<file path="src/rtl/fetch_seq.sv">
// Fetch sequencer: owns the PC and holds/redirects fetch around control flow.
// Optional stall perf counter enabled by defining FETCH_PERF_EN.
module fetch_seq #(
   parameter logic [31:0] RESET_PC       = 32'h0,
   parameter int unsigned RESOLVE_CYCLES = 1
) (
   input  logic        CLK,
   input  logic        RESET,
   input  logic [6:0]  opcode,
   input  logic        b_taken,
   input  logic [31:0] jump_target,
   input  logic        hazard_stall,
   input  logic        imem_ready,
   output logic [31:0] pc,
   output logic [31:0] pc_plus4,
   output logic        fetch_en,
   output logic        bubble,
   output logic        flush,
   output logic [1:0]  state,
   output logic [31:0] stall_cnt
);

   typedef enum logic [1:0] {
      RUN      = 2'd0,
      RESOLVE  = 2'd1,
      REDIRECT = 2'd2
   } state_t;

   localparam logic [6:0] OP_JAL    = 7'b1101111;
   localparam logic [6:0] OP_JALR   = 7'b1100111;
   localparam logic [6:0] OP_BRANCH = 7'b1100011;
   localparam logic [1:0] CNT_INIT  = 2'(RESOLVE_CYCLES - 1);

   state_t      st;
   logic [1:0]  cnt;
   logic        is_jump;
   logic        is_jmp_op;
   logic        is_ctrl;
   logic [31:0] tgt;

   assign is_jmp_op = (opcode == OP_JAL) || (opcode == OP_JALR);
   assign is_ctrl   = is_jmp_op || (opcode == OP_BRANCH);
   assign tgt       = {jump_target[31:2], 2'b00};
   assign pc_plus4  = pc + 32'd4;

   always_ff @(posedge CLK) begin
      if (RESET) begin
         pc      <= RESET_PC;
         st      <= RUN;
         cnt     <= 2'd0;
         is_jump <= 1'b0;
      end else begin
         case (st)
            RESOLVE: begin
               if (cnt != 2'd0) begin
                  cnt <= cnt - 2'd1;
               end else if (is_jump || b_taken) begin
                  pc <= tgt;
                  st <= REDIRECT;
               end else begin
                  pc <= pc_plus4;
                  st <= RUN;
               end
            end
            REDIRECT: begin
               if (imem_ready)
                  pc <= pc_plus4;
               st <= RUN;
            end
            // Encoding 3 is unreachable but behaves as RUN.
            default: begin
               if (hazard_stall) begin
                  st <= RUN;
               end else if (is_ctrl) begin
                  st      <= RESOLVE;
                  is_jump <= is_jmp_op;
                  cnt     <= CNT_INIT;
               end else if (imem_ready) begin
                  pc <= pc_plus4;
               end
            end
         endcase
      end
   end

   assign state    = st;
   assign bubble   = (st == RESOLVE);
   assign flush    = (st == REDIRECT);
   assign fetch_en = !RESET && (st != RESOLVE);

`ifdef FETCH_PERF_EN
   logic [31:0] perf_q;
   logic        perf_hit;

   assign perf_hit = (st == RESOLVE) ||
                     ((st != REDIRECT) && hazard_stall);

   always_ff @(posedge CLK) begin
      if (RESET)
         perf_q <= 32'd0;
      else if (perf_hit && (perf_q != 32'hFFFF_FFFF))
         perf_q <= perf_q + 32'd1;
   end

   assign stall_cnt = perf_q;
`else
   assign stall_cnt = 32'd0;
`endif

endmodule

</file>
<file path="config.mk">
export PLATFORM = sky130hd
export DESIGN_NAME = fetch_seq
export DESIGN_NICKNAME = d
export VERILOG_FILES = /design/src/rtl/fetch_seq.sv
export SDC_FILE = /design/constraint.sdc
export NUM_CORES = 1
export LEC_CHECK = 0
export CAP_MARGIN = 10
export CORE_UTILIZATION = 45
export CTS_CLUSTER_DIAMETER = 50
export CTS_CLUSTER_SIZE = 30
export DETAILED_ROUTE_END_ITERATION = 6
export DONT_BUFFER_PORTS = 1
export GPL_ROUTABILITY_DRIVEN = 0
export PLACE_DENSITY_LB_ADDON = 0.25
export SYNTH_ARGS = -nofsm -noshare
export SYNTH_HDL_FRONTEND = slang
export SYNTH_SLANG_ARGS = --single-unit
</file>
<file path="constraint.sdc">
create_clock -name CLK -period 2.7 [get_ports CLK]
set_input_delay 0.135 -clock CLK [delete_from_list [all_inputs] [get_ports CLK]]
set_output_delay 0.135 -clock CLK [all_outputs]
set_load 0.03 [all_outputs]
</file>
Word level (Yosys, flattened, before mapping)

Cells that the tools add are included.

Input port bits: 44
Output and inout port bits: 101
Word-level logic and storage cells: 48
Register bits: 37

Bitwise logic cells: 3
Equality and inequality tests: 11
$add $sub $neg: 2
Reductions and logical operators: 13
Mux-type cells: 15

Operator list:

| cell                                                               | count |
|---|---|
| 32-bit two-way mux                                                 | 5 |
| 32-bit one-hot mux with 2 select lines                             | 1 |
| 32-bit by 3-bit adder with 32-bit output, second input constant    | 1 |
| 7-bit == test, second input constant                               | 3 |
| 2-bit two-way mux                                                  | 7 |
| 2-bit one-hot mux with 2 select lines                              | 2 |
| 2-bit by 1-bit != test with 1-bit output, second input constant    | 3 |
| 3-bit AND reduction                                                | 2 |
| 4-bit AND reduction                                                | 1 |
| 2-bit nonzero test                                                 | 2 |
| 4-bit nonzero test                                                 | 1 |
| 1-bit logical OR                                                   | 3 |
| 3-bit by 1-bit != test with 1-bit output, second input constant    | 1 |
| 3-bit != test, second input constant                               | 1 |
| 1-bit inverter                                                     | 3 |
| 2-bit by 1-bit == test with 1-bit output, second input constant    | 1 |
| 2-bit == test, second input constant                               | 1 |
| 2-bit != test, second input constant                               | 1 |
| 2-bit AND reduction                                                | 1 |
| 2-bit OR reduction                                                 | 1 |
| 2-bit by 1-bit subtractor with 2-bit output, second input constant | 1 |
| 1-bit logical AND                                                  | 1 |
| 1-bit logical NOT                                                  | 1 |

Longest topological paths before layout

Gate-level depths: netlist of run 1.

Word-level depth: 6
Gate-level depth with buffers: 10
Gate-level depth less buffers: 7

Worst setup path after synthesis of run 1

No wires, ideal clock.

Kind: register -> register
Start: register st[0], in the netlist state[0]
End: register pc[13]
Path buffers: 3
Cell stages (with the launch flop): 10
Slack: 62 ps
Setup time: 122 ps
Data arrival time: 2516 ps
Clock period less this slack: 2638 ps
Required time: 2578 ps
Cell sequence: dfxtp_1 ha_1 clkbuf_1 nor2b_1 a22oi_1 or2_2 buf_2 buf_2 nor2_1 a221o_1

Cells in the longest elaborated chain, start to end: 3
Elaborated cells between the ends (all ways): 7
Classes of those cells: eq/ne (5); mux (1); reduce/logical (1)

RTL lines:

| what                                                   | line | RTL |
|---|---|---|
| start, declared                                        | 34   | `state_t st;` |
| start signal, assigned                                 | 49   | `st <= RUN;` |
| start signal, assigned                                 | 59   | `st <= REDIRECT;` |
| start signal, assigned                                 | 62   | `st <= RUN;` |
| 2-bit by 1-bit == test with 1-bit output (*)           | n/a  |  |
| via bubble                                             | 17   | `output logic bubble,` |
| 3-bit != test (no source line) (tied with other cells) | n/a  |  |
| 3-bit AND reduction (no source line)                   | n/a  |  |
| end signal, assigned                                   | 58   | `pc <= tgt;` |
| end signal, assigned                                   | 61   | `pc <= pc_plus4;` |
| end signal, assigned                                   | 67   | `pc <= pc_plus4;` |
| end, declared                                          | 14   | `output logic [31:0] pc,` |

The timed path passes the listed nets; every way through them passes the cells marked *.
A chain may end at the register's enable or synchronous reset.

Worst setup path in the final report of run 1

Start: register pc[4]
End: output pc_plus4[25]

Cells in the longest elaborated chain, start to end: 1

RTL lines:

| what                                     | line | RTL |
|---|---|---|
| 32-bit by 3-bit adder with 32-bit output | 44   | `assign pc_plus4 = pc + 32'd4;` |
| end, declared                            | 15   | `output logic [31:0] pc_plus4,` |

Every way passes these cells.

==> results of run 1 <==
-- cells by family (layout without fill, tap and decap cells) --
family | after synthesis | count (layout) | share of synthesized area [%]
compound gates | 74 | 74 | 17.6
fa+ha+maj | 4 | 4 | 1.72
flops | 35 | 35 | 24.1
buf+inv | 74 | 80 | 14.7
other cells | 1 | 36 | 0.129
xor+xnor | 28 | 28 | 8.42
simple gates | 163 | 163 | 29.2
mux | 12 | 12 | 4.17
-- final cells by class --
cell class | count | area share [%]
timing repair buffer | 61 | 14.6
tap | 75 | 2.81
clock buffer | 8 | 3.00
inverter | 11 | 1.24
multi-input combinational | 317 | 57.4
sequential | 35 | 21.0
-- Yosys cell counts, types with 8 or more instances --
library cell  count
a21oi_1          16
and2_1           10
clkbuf_1         16
o21ai_0          13
inv_1            11
nand2_1          36
nor2_1           31
nand3_1          26
nand4_1           8
buf_4            38
xnor2_1          15
nor3_1            9
dfxtp_1          35
mux2i_1          11
nor4_1           13
xor2_1           13
-- worst reg2reg max path: stages, from the launching register on --
cell and delay (ns):
dfxtp_1 0.36, inv_1 0.05, ha_1 0.20, nand2b_1 0.14, a22oi_1 0.51, or2_2 0.57
nor2_1 0.23, a32o_1 0.27
-- what timing repair did --
action | in CTS | in global routing
buffers inserted | 0 | 0
hold buffers | 2 | 0
hold endpoints to repair | 25 | 0
resized for setup | 0 | 0
-- flip-flops by register name (all words and copies together) (netlist names) --
name,flops
cnt,2
is_jump,1
pc,30
state,2
-- stage by stage --
stage | cells | setup WS (ns) | total power (W) | util [%]
6_report | 507 | 0.170 | 0.00139 | 54.8
5_1_grt | 507 | 0.0127 | 0.00146 | 54.8
4_1_cts | 507 | 0.141 | 0.00140 | 54.8
3_5_place_dp | 497 | 0.255 | 0.000962 | 52.8
3_3_place_gp | 497 | 0.296 | 0.000957 | 52.8
2_1_floorplan | 426 | 0.0619 | 0.000912 | -
-- worst min-delay path by stage --
stage	end
global placement	pc[22]
floorplan	pc[3]
finish	pc[2]
detailed placement	pc[7]
CTS	pc[2]
global route	pc[28]
-- metal layers --
layer,vias to the layer above,part of all wire (%)
met5,-,0
met4,0,1.3
met3,10,9.3
met2,131,49
met1,1375,40
li1,1406,-
-- power by group --
part / total (W) / internal, W / switching [W]
Clock: 0.000429 / 0.000233 / 0.000196
Sequential: 0.000554 / 0.000536 / 0.0000183
Combinational: 0.000407 / 0.000112 / 0.000295
==> results.txt, run 1 <==
Status - finished clean
Port Buf Inserts - 0
Distinct cells, synth - 53
Ports - 145
RSZ-0062 raised after global routing - false
CP dominant cell by count - buf_4
Top cells by area, synth - dfxtp_1 (24%), buf_4 (9.8%), nand2_1 (4.6%)
Asr flop ratio synth - 0%
Register Area - 701 um^2
Crit. Startpoint - pc[4]
Area Growth Syn to Fin - 14.7%
Total Die Area - 6800 um^2
Top-area cell type share of the netlist area - 24.1%
Worst path max stage delay - 0.61 ns
ANT nets after route - 0
Max Cap Viol - 0
Worst Hold Depth - 2
WS Path Type - reg2out
Area post-placement - 3220 um^2
Worst setup path endpoint - pc_plus4[25]
VDD IR max - 0.268 mV
H-tree depth - 2
Clock sink count - 35
Met2 usage - 43.2%
Overall die height - 82.4 um
Critical path's top delay family - simple AND/OR/NAND/NOR gates
Worst clock skew - 0.00311 ns
R2r worst-path depth - 7
CTS root buffer - clkbuf_8
Ys Warns - 0
Most used routing layer in global routing - met2
Yosys top cell by area - dfxtp_1
WHS - 0.0124 ns
Wire length per cell - 16.2 um
FF-to-FF Start - state[0]
Crit Path Max Fanout - 6
Antenna diodes - 0
Congestion Overflow GR - 0
R2r setup slk - 0.26 ns
EDFF count, synth - 0
Largest net degree at the start of global routing - 32
Endpoints failing hold - 0
First-pass GRT wire length - 12.7 mm
Initial DRC count - 188
Number of global-route vias before repair - 2694
Initial Util - 47.8%
Final setup TNS - 0 ns
Worst Hold Class - in2reg
Worst-Skew Late Latency - 0.29 ns
RR Endpoint - pc[19]
Final min period - 2.53 ns
Seq cells post-synth - 35
Crit start category - flop
Vias - 2922
Worst EP required - 2.57 ns
Main synth FF type - dfxtp_1
DRC - 0
Fmax achieved - 0.395 GHz
Routed WL - 8.20 mm
Rel. slew slack - 26.5%
CTS tree - yes
Share of layout cells above drive strength 1 - 18.1%
Leakage - 1.35 nW
Final worst path period share - 93.7%
WP depth - 6
First-pass DRT Iterations - 4
Arrival @ worst endpoint - 2.39 ns
HP Start - jump_target[2]
GR Util met3 - 6.81%
Grt met1 use - 28.9%
Leading cell type in the layout, fill and taps excluded - buf_4
Worst path buffer plus inverter count - 2
Final Instance Area - 3340 um^2
Final #Nets - 479
GR Util All Layers - 24.6%
Initial antenna violation count - 0
Clock transition at path regs - 0.07 ns
FILL cells - 610
Total CTS buffers - 5
PD cells - 416 nW/um^2
Pins Over Slew Limit - 0
Slowest stage cell, crit path - nor4_1
Cell Area, Synth - 2910 um^2
Post-Syn Area per Cell - 7.45 um^2
Final setup viols - 0
Commonest cells after routing, fill and taps aside - buf_4 (57), nand2_1 (36), conb_1 (36)
Num rows - 28
Worst-margin pin slew - 1.10 ns
Seq/Total Area, Yosys - 24.1%
Multi-input logic area - 1920 um^2
Clk buf depth - 2
Die width - 82.4 um
Crit-path cells - buf_4 > and4_1 > nand3_1 > nor4_1 > xor2_1 > buf_4
CP Capture Type - primary output
DPL Wire Length - 6.02 mm
Placeable Area - 6100 um^2
Cells after Synth - 391
Vias per cell - 5.76
(Power assumes the default switching activity.)
==> run 2, diff against run 1 <==
Settings changed: ABC_AREA set to 1.
==> results.txt, run 2 <==
Status - finished clean
CTS tree - yes
CP Capture Type - primary output
Leading cell type in the layout, fill and taps excluded - nand2_1
R2r worst-path depth - 8 (+1)
Arrival @ worst endpoint - 2.21 ns (-0.18 ns)
Max reg flops - 30 (unchanged)
Seq cells post-synth - 35 (unchanged)
Die width - 82.0 um (-0.59%)
Hold Path End - pc[23]
Seq/Total Area, Yosys - 24.4% (+0.29 points)
PD cells - 766 nW/um^2 (+84%)
VDD IR max - 0.462 mV (+72%)
CTS root buffer - clkbuf_8
Largest reg by FF count - pc
Cell Area, Synth - 2880 um^2 (-1.2%)
Overall die height - 82.0 um (-0.59%)
First-pass GRT wire length - 10.8 mm (-15%)
Total CTS buffers - 5 (unchanged)
Total Die Area - 6720 um^2 (-1.2%)
HP Start - jump_target[23]
Wire length per cell - 13.5 um (-17%)
Crit start category - flop
Initial antenna violation count - 0 (unchanged)
Routed WL - 7.23 mm (-12%)
First-pass DRT Iterations - 4 (unchanged)
Share of layout cells above drive strength 1 - 11.5% (-6.6 points)
Port Buf Inserts - 0 (unchanged)
Max Cap Viol - 0 (unchanged)
Number of global-route vias before repair - 2298 (-15%)
ANT nets after route - 0 (unchanged)
Fmax achieved - 0.427 GHz (+7.9%)
FF-to-FF Start - state[0]
H-tree depth - 2 (unchanged)
Leakage - 1.32 nW (-2.0%)
Placeable Area - 6030 um^2 (-1.1%)
RSZ-0062 raised after global routing - false
R2r setup slk - 0.50 ns (+0.24 ns)
RR Endpoint - pc[5]
Ys Warns - 0 (unchanged)
Final worst path period share - 86.8% (-6.9 points)
Area Growth Syn to Fin - 3.39%
Post-Syn Area per Cell - 6.34 um^2 (-15%)
Endpoints failing hold - 0 (unchanged)
Worst setup margin - 0.356 ns (+0.186 ns)
Final min period - 2.34 ns (-0.186 ns)
Worst Hold Depth - 2 (unchanged)
Top cells by area, synth - dfxtp_1 (24%), nand2_1 (15%), buf_4 (10%)
Top-area cell type share of the netlist area - 24.4% (+0.29 points)
Largest net degree at the start of global routing - 34 (+6.3%)
Ports - 145 (unchanged)
Vias per cell - 4.95 (-14%)
Initial DRC count - 95 (-49%)
# resized after CTS - 0 (unchanged)
Num rows - 28 (unchanged)
Commonest cells after routing, fill and taps aside - nand2_1 (113), a21oi_1 (57), nor2_1 (42), inv_1 (42), conb_1 (36)
Cells after Synth - 454 (+16%)
Final setup viols - 0 (unchanged)
Main synth FF type - dfxtp_1
Number of hold buffers added after cts - 1 (-1)
Most numerous cell in the Yosys netlist - nand2_1
EDFF count, synth - 0 (unchanged)
Rel. slew slack - 45.2% (+19 points)
Number of setup buffers added after CTS - 0 (unchanged)
Initial Util - 47.7% (about the same)
Congestion Overflow GR - 0 (unchanged)
Overall Power - 0.00228 W (+64%)
Placed cells - 528 (+6.2%)
Post-synth top cells - nand2_1 (113), a21oi_1 (57), inv_1 (42), nor2_1 (42), buf_4 (40)
Distinct cells, synth - 28 (-47%)
Clock sink count - 35 (unchanged)
Post-place setup slack - 0.510 ns (+0.255 ns)
Crit Path Max Fanout - 5 (-1)
WS Path Type - reg2out
Final setup TNS - 0 ns (unchanged)
GR Util All Layers - 21.0% (-3.6 points)
FILL cells - 638 (+4.6%)
Clock transition at path regs - 0.08 ns (about the same)
DPL Wire Length - 5.36 mm (-11%)
Yosys top cell by area - dfxtp_1
Final #Nets - 509 (+6.3%)
Clk buf depth - 2 (unchanged)
Worst EP required - 2.57 ns (about the same)
Asr flop ratio synth - 0% (unchanged)
Antenna diodes - 0 (unchanged)
Worst-Skew Late Latency - 0.29 ns (about the same)
DRC - 0 (unchanged)
Worst clock skew - 0.00592 ns (+0.00281 ns)
Vias - 2657 (-9.1%)
Register Area - 701 um^2 (unchanged)
Pins Over Slew Limit - 0 (unchanged)
Worst-margin pin slew - 0.821 ns (-0.278 ns)
Fin cells - 537 (+5.9%)
Multi-input logic area - 1800 um^2 (-6.3%)
Worst Hold Class - in2reg
-- run 2: cell count changes after synthesis, sizes merged, moves of 9 or more --
cell and delta:
nand2 +85, a21oi +42, inv +34, nor2 +23, o21ai +23, nor4 -13, xnor2 -12, clkbuf -10
mux2i -10, nor3 -9
-- run 2: metal layers --
| metal | global-route usage [%] | wire length (um) |
|---|---|---|
| met1 | 24.7 | 3220 |
| met2 | 36.7 | 3430 |
| met3 | 6.33 | 523 |
| met4 | 5.26 | 57 |
| met5 | 0 | 0 |
-- run 2: logic make-up (layout without fill, tap and decap cells) --
family          count (synthesis)  count (layout)  synth area share (%)
compound gates                 95              95                  16.7
xor+xnor                       14              14                  5.57
fa+ha+maj                       4               4                  1.74
buf+inv                        95              68                  17.8
flops                          35              35                  24.4
mux                             1               1                 0.348
other cells                     1              36                 0.130
simple gates                  209             209                  33.3
-- run 2: critical path: stages, from the launching register on --
cell and delay [ns]:
dfxtp_1 0.59, ha_1 0.30, nand2_1 0.11, nor2_4 0.16, nand2_4 0.11, nor2_4 0.20, nand2_1 0.07, nand2_1 0.07
and2_1 0.31
-- run 2: cell type report --
type | count | share of cell area, %
flip-flops and latches | 35 | 23.6
inverters | 45 | 5.68
well taps | 75 | 3.16
multi-input cells | 359 | 60.4
clock buffers | 8 | 3.37
repair buffers | 15 | 3.87
-- run 2: worst max-delay path by stage --
stage / slack [ns] / cells past startpoint / start / endpoint
4_1_cts: 0.34 / 8 / pc[2] / pc_plus4[22]
2_1_floorplan: 0.64 / 8 / pc[2] / pc[14]
3_5_place_dp: 0.51 / 8 / state[0] / pc[5]
5_1_grt: 0.25 / 8 / pc[2] / pc_plus4[22]
6_report: 0.36 / 8 / pc[2] / pc_plus4[22]
3_3_place_gp: 0.54 / 8 / state[0] / pc[5]
-- run 2: metrics by stage --
stage / cell area (um^2) / hold WS (ns) / utilization, %
finish: 2970 / 0.0353 / 49.4
global route: 2970 / 0.0356 / 49.4
CTS: 2970 / 0.0311 / 49.4
detailed placement: 2860 / 0.213 / 47.5
global placement: 2860 / 0.208 / 47.5
floorplan: 3010 / 0.204 / -
-- run 2: power by group --
| group | switching (W) | total (W) | internal [W] |
|---|---|---|---|
| registers | 0.000287 | 0.000904 | 0.000617 |
| clock network | 0.000201 | 0.000434 | 0.000233 |
| logic | 0.000699 | 0.000939 | 0.000241 |
| total | 0.00119 | 0.00228 | 0.00109 |
